[config.mk]
export PLATFORM = sky130hd
export DESIGN_NAME = poly_ram_reader
export DESIGN_NICKNAME = d
export VERILOG_FILES = /design/src/rtl/poly_ram_reader.sv
export SDC_FILE = /design/constraint.sdc
export NUM_CORES = 1
export LEC_CHECK = 0
export CELL_PAD_IN_SITES_DETAIL_PLACEMENT = 2
export CELL_PAD_IN_SITES_GLOBAL_PLACEMENT = 2
export CORE_ASPECT_RATIO = 0.7
export CORE_MARGIN = 2
export CORE_UTILIZATION = 34
export DETAILED_ROUTE_END_ITERATION = 8
export MAX_ROUTING_LAYER = met4
export PLACE_DENSITY_LB_ADDON = 0.1
export SYNTH_ARGS = -nofsm -noshare
export SYNTH_HDL_FRONTEND = slang
export SYNTH_SLANG_ARGS = --single-unit
[constraint.sdc]
create_clock -name clk -period 4.25 [get_ports clk]
set_input_delay 1.275 -clock clk [delete_from_list [all_inputs] [get_ports clk]]
set_output_delay 1.275 -clock clk [all_outputs]
set_load 0.05 [all_outputs]
[src/rtl/poly_ram_reader.sv]
// Streams COUNT words from one port of the polynomial BRAM, starting at BASE and wrapping
// modulo LENGTH, onto a valid/ready stream with a last flag.
module poly_ram_reader #(
  parameter  int LENGTH = 2048,
  localparam int ADDR_W = $clog2(LENGTH)
) (
  input  logic              clk,
  input  logic              rst,
  input  logic              start,
  input  logic [ADDR_W-1:0] base_addr,
  input  logic [ADDR_W:0]   count,
  output logic              busy,
  output logic              done,
  output logic              ram_en,
  output logic              ram_we,
  output logic [ADDR_W-1:0] ram_addr,
  input  logic [15:0]       ram_dout,
  output logic [15:0]       m_data,
  output logic              m_valid,
  output logic              m_last,
  input  logic              m_ready
);

  typedef enum logic [1:0] {S_IDLE, S_RUN, S_DRAIN, S_DONE} state_e;

  localparam logic [ADDR_W:0] ONE = 1;

  state_e            state_q, state_d;
  logic [ADDR_W-1:0] base_q, base_d;
  logic [ADDR_W:0]   count_q, count_d;
  logic [ADDR_W:0]   issued_q, issued_d;
  logic [ADDR_W:0]   popped_q, popped_d;
  logic              inflight_q;
  logic [1:0]        occ_q;
  logic              wr_ptr_q, rd_ptr_q;
  logic [15:0]       fifo_q [2];

  logic              pop;
  logic              can_issue;
  logic [2:0]        fill;
  logic [ADDR_W:0]   last_idx;

  assign last_idx = count_q - ONE;
  assign m_valid  = (occ_q != 2'd0);
  assign m_data   = m_valid ? fifo_q[rd_ptr_q] : 16'h0000;
  // The head word's index is the number of words already accepted.
  assign m_last   = m_valid && (popped_q == last_idx);
  assign pop      = m_valid & m_ready;

  // A read issued now lands one cycle after the in-flight one, so reserve both slots.
  assign fill      = {1'b0, occ_q} + {2'b00, inflight_q} - {2'b00, pop};
  assign can_issue = (fill < 3'd2);

  assign busy     = (state_q != S_IDLE);
  assign done     = (state_q == S_DONE);
  assign ram_we   = 1'b0;
  assign ram_addr = (state_q == S_RUN) ? base_q + issued_q[ADDR_W-1:0] : '0;

  // NOTE: every signal written here gets a default first so no latch is inferred.
  always_comb begin
    state_d  = state_q;
    base_d   = base_q;
    count_d  = count_q;
    issued_d = issued_q;
    popped_d = pop ? popped_q + ONE : popped_q;
    ram_en   = 1'b0;
    case (state_q)
      S_IDLE: begin
        if (start) begin
          base_d   = base_addr;
          count_d  = count;
          issued_d = '0;
          popped_d = '0;
          state_d  = (count == '0) ? S_DONE : S_RUN;
        end
      end
      S_RUN: begin
        if (can_issue) begin
          ram_en   = 1'b1;
          issued_d = issued_q + ONE;
          if (issued_q == last_idx) state_d = S_DRAIN;
        end
      end
      S_DRAIN: begin
        if (pop && m_last) state_d = S_DONE;
      end
      S_DONE:  state_d = S_IDLE;
      default: state_d = S_IDLE;
    endcase
  end

  // NOTE: sequential state uses non-blocking assignments so every register samples pre-edge values.
  always_ff @(posedge clk or posedge rst) begin
    if (rst) begin
      state_q    <= S_IDLE;
      base_q     <= '0;
      count_q    <= '0;
      issued_q   <= '0;
      popped_q   <= '0;
      inflight_q <= 1'b0;
      occ_q      <= 2'd0;
      wr_ptr_q   <= 1'b0;
      rd_ptr_q   <= 1'b0;
    end else begin
      state_q    <= state_d;
      base_q     <= base_d;
      count_q    <= count_d;
      issued_q   <= issued_d;
      popped_q   <= popped_d;
      inflight_q <= ram_en;
      occ_q      <= occ_q + {1'b0, inflight_q} - {1'b0, pop};
      if (inflight_q) wr_ptr_q <= ~wr_ptr_q;
      if (pop)        rd_ptr_q <= ~rd_ptr_q;
    end
  end

  // NOTE: FIFO storage is not reset; occupancy gating keeps stale entries invisible.
  always_ff @(posedge clk) begin
    if (inflight_q) fifo_q[wr_ptr_q] <= ram_dout;
  end

endmodule

==> impl_metrics.toml <==
[outcome]
status = "finished, final reports clean"

[critical_path]
path_class = "in -> out"
path_max_fanout = 2
crit_path_start_kind = "input pin"
cp.arrival_ns = 2.85
crit_chain = "buf_2 > nand2_2 > inv_2 > ha_4 > inv_2 > ha_2 > inv_2 > fa_2 > xnor2_2 > nand2_2 > nor2_4 > buf_12"
critPathMaxStageDelay_ns = 0.35
cp_slowest_cell = "fa_2"
crit_required_ns = 2.97
cp_common_cell = "inv_2"
worst_setup_path_end_kind = "primary output"

[pwr]
power.density_mw_per_mm2 = 425
ir_drop_uv = 195
leakage_nw = 2.82

[clock_network]
cts_tree = "done"
cts.clk_slew.worst_paths_ns = 0.07
clock_sinks = 86
clk_path_buf_depth = 2
cts_max_level = 3
clock_tree.root_cell = "clkbuf_16"
insertion_delay_ns = 0.35
numCtsBuffers = 9
cts_hold_buf = 0

[synthesis]
yosysUniqueCellTypes = 68
synth_warnings = 0
syn_area_mm2 = 0.00503
synth-edff-count = 32
synth_fa_ha_area_frac = 0.0577
synth_seq_cells = 86
avgSynthCellArea_um2 = 9.81
synth_compound_area_frac = 0.0987
synthSimpleGateAreaFrac = 0.202
yosysTopAreaCell = "dfrtp_1"
synth_area_leaders = "dfrtp_1, edfxtp_1, nand2_1"
synth.area.mux_share = 0.0462
synth_top_family_by_area = "simple AND/OR/NAND/NOR gates"
synth_nets = 578
synth_xor_area_frac = 0.0942
seq_area_frac_synth = 0.459
synth_top_cell_area_share = 0.268
synth_cells = 513
ys_async_sr_fraction = 0.628
yosys_most_used_dff = "dfrtp_1"

[global_routing]
grt_pass1_vias = 4468
grt_max_degree = 36
gr-total-overflow = 0
grt_pass1_wl_um = 24500
grt_util_all_layers = 0.206
antenna_found_initial = 0

[layout]
drive_above_1_share = 0.156
fillers = 1544
syn2layout_area_growth_pct = 31.6
final_nets = 669
final_core_util = 0.454
design_area_mm2 = 0.00662
diodes = 0
stdcell_count = 804

[floorplanning]
boundaryPins = 76
std_cell_rows = 37
die_h_um = 106
start_util = 0.345
design.die.area_mm2 = 0.0158
core_area_mm2 = 0.0146
die_w_um = 149

[sta]
fin_skew_ns = 0.00975
final.setup.worst_slack_ns = 0.122
worst_pin_slew_ns = 0.809
drv_slew = 0
setup_violations = 0
rsz0062_at_grt = "yes"
finalHoldViolCount = 0
timing.final.crit_period_ns = 4.13
finalCritPeriodShare = 0.971
max_slew_margin = 0.460
fmax_ghz = 0.242

[routing]
first_pass_iters = 4
drt-met1-wl_um = 7430
via_per_inst = 5.08
drt_iter0_drc = 170
drc_errors = 0
ant_nets = 0
wl_met2_um = 7050
drt-total-wl_um = 15100
vias = 4086
route.detailed.wl_per_inst_um = 18.8
met3_length_um = 526
top_layer_used = "met4"

[placed_design]
port-buffer-count = 74
dp_slack_ns = -0.365
dpl_cell_area_mm2 = 0.00616
dpl.hpwl_um = 11400
gp_congestion = 0.799
placedCellCount = 779

[min_path]
holdCritPathClass = "reg -> reg"

[flow_run]
drv_cap = 0
-- sequential cells by signal, indices dropped and copies added, names as in the netlist, 2 cells and up --
signal and count:
issued_q 12, popped_q 12, base_q 11, occ_q 2, fifo_q 32, count_q 12, state_q 2
-- cell type report --
type | instances | area, um2 | share of cell area
Multi-Input combinational cell | 379 | 2640 | 0.399
Inverter | 22 | 82.6 | 0.0125
Sequential cell | 86 | 2310 | 0.350
Clock buffer | 9 | 225 | 0.0340
Clock inverter | 7 | 78.8 | 0.0119
Tap cell | 195 | 244 | 0.0368
Timing Repair Buffer | 106 | 1040 | 0.156
-- cell families after synthesis --
group | after synthesis
and+or+nand+nor | 215
xor gates and xnor gates | 51
adders and majority gates | 22
other | 1
muxes | 23
AOI/OAI and AO/OA | 67
buffers and inverters | 48
DFF | 86
-- synthesized netlist by cell type, types with 4 or more instances --
library cell and instances:
dfrtp_1 54, and2_1 6, nor2_1 60, xnor2_1 21, buf_2 5, nor3b_1 5, ha_1 20, inv_1 22
a21o_1 4, nand2_1 86, xor2_1 28, and3_1 5, nand3_1 8, nand4_1 6, clkbuf_1 18, o21ai_0 13
mux2i_1 21, nor3_1 9, edfxtp_1 32, nor2b_1 4, nor4_1 9, a21oi_1 14
-- critical path, delay by kind of cell --
kind                     cells  cell delay [ns]
AND/OR/NAND/NOR              3             0.30
adder cells (fa/ha/maj)      3             0.71
XOR/XNOR                     1             0.17
buffers and inverters        5             0.39
-- stage by stage --
| step | hold WS, ns | setup TNS [ns] | power [mW] |
|---|---|---|---|
| CTS | 0.483 | 0 | 2.85 |
| detailed placement | 0.472 | -0.751 | 2.00 |
| global route | 0.506 | -0.0116 | 2.97 |
| global placement | 0.467 | -0.570 | 1.96 |
| finish | 0.476 | 0 | 2.81 |
| floorplan | 0.452 | 0 | 1.61 |
-- cells in the final DEF (no fill, tap or decap), types with 13 or more instances in the layout --
| cell type | Yosys | layout |
|---|---|---|
| nor2_1 | 60 | 58 |
| inv_1 | 22 | 18 |
| a21oi_1 | 14 | 13 |
| xnor2_1 | 21 | 19 |
| buf_4 | 1 | 33 |
| nand2_1 | 86 | 84 |
| o21ai_0 | 13 | 13 |
| ha_1 | 20 | 16 |
| clkdlybuf4s50_1 | 0 | 65 |
| dfrtp_1 | 54 | 52 |
| mux2i_1 | 21 | 20 |
| xor2_1 | 28 | 28 |
| edfxtp_1 | 32 | 32 |
-- metal layers --
metal	track usage	up-vias
li1	-	1951
met1	0.286	2058
met2	0.320	70
met3	0.0333	7
met4	0.0388	0
met5	-	-
-- repair_timing --
action                                  4_1_cts  5_1_grt
buffers inserted                              4        5
pin swaps                                     8        7
gates resized for setup                      13       13
endpoints found under the setup margin        4        6
-- final timing paths --
path                               start           to  slack [ns]  depth (start not counted)
worst min register to register  rd_ptr_q     rd_ptr_q        0.48                          1
max in group asynchronous            rst   count_q[0]        2.05                          3
worst max register to register  occ_q[1]   state_q[0]        0.89                         17
worst min-delay path            rd_ptr_q     rd_ptr_q        0.48                          1
min in group asynchronous            rst  popped_q[5]        1.28                          2
worst max-delay path             m_ready       ram_en        0.12                         12
-- where the power goes --
| group | total, mW | leakage, nW | switching [mW] | internal (mW) |
|---|---|---|---|---|
| sequential | 0.982 | 0.964 | 0.0740 | 0.908 |
| clock | 0.823 | 0.151 | 0.360 | 0.463 |
| combinational | 1.01 | 1.70 | 0.596 | 0.413 |
| total | 2.81 | 2.82 | 1.03 | 1.78 |
No activity file was read; power rests on OpenSTA's default activity.
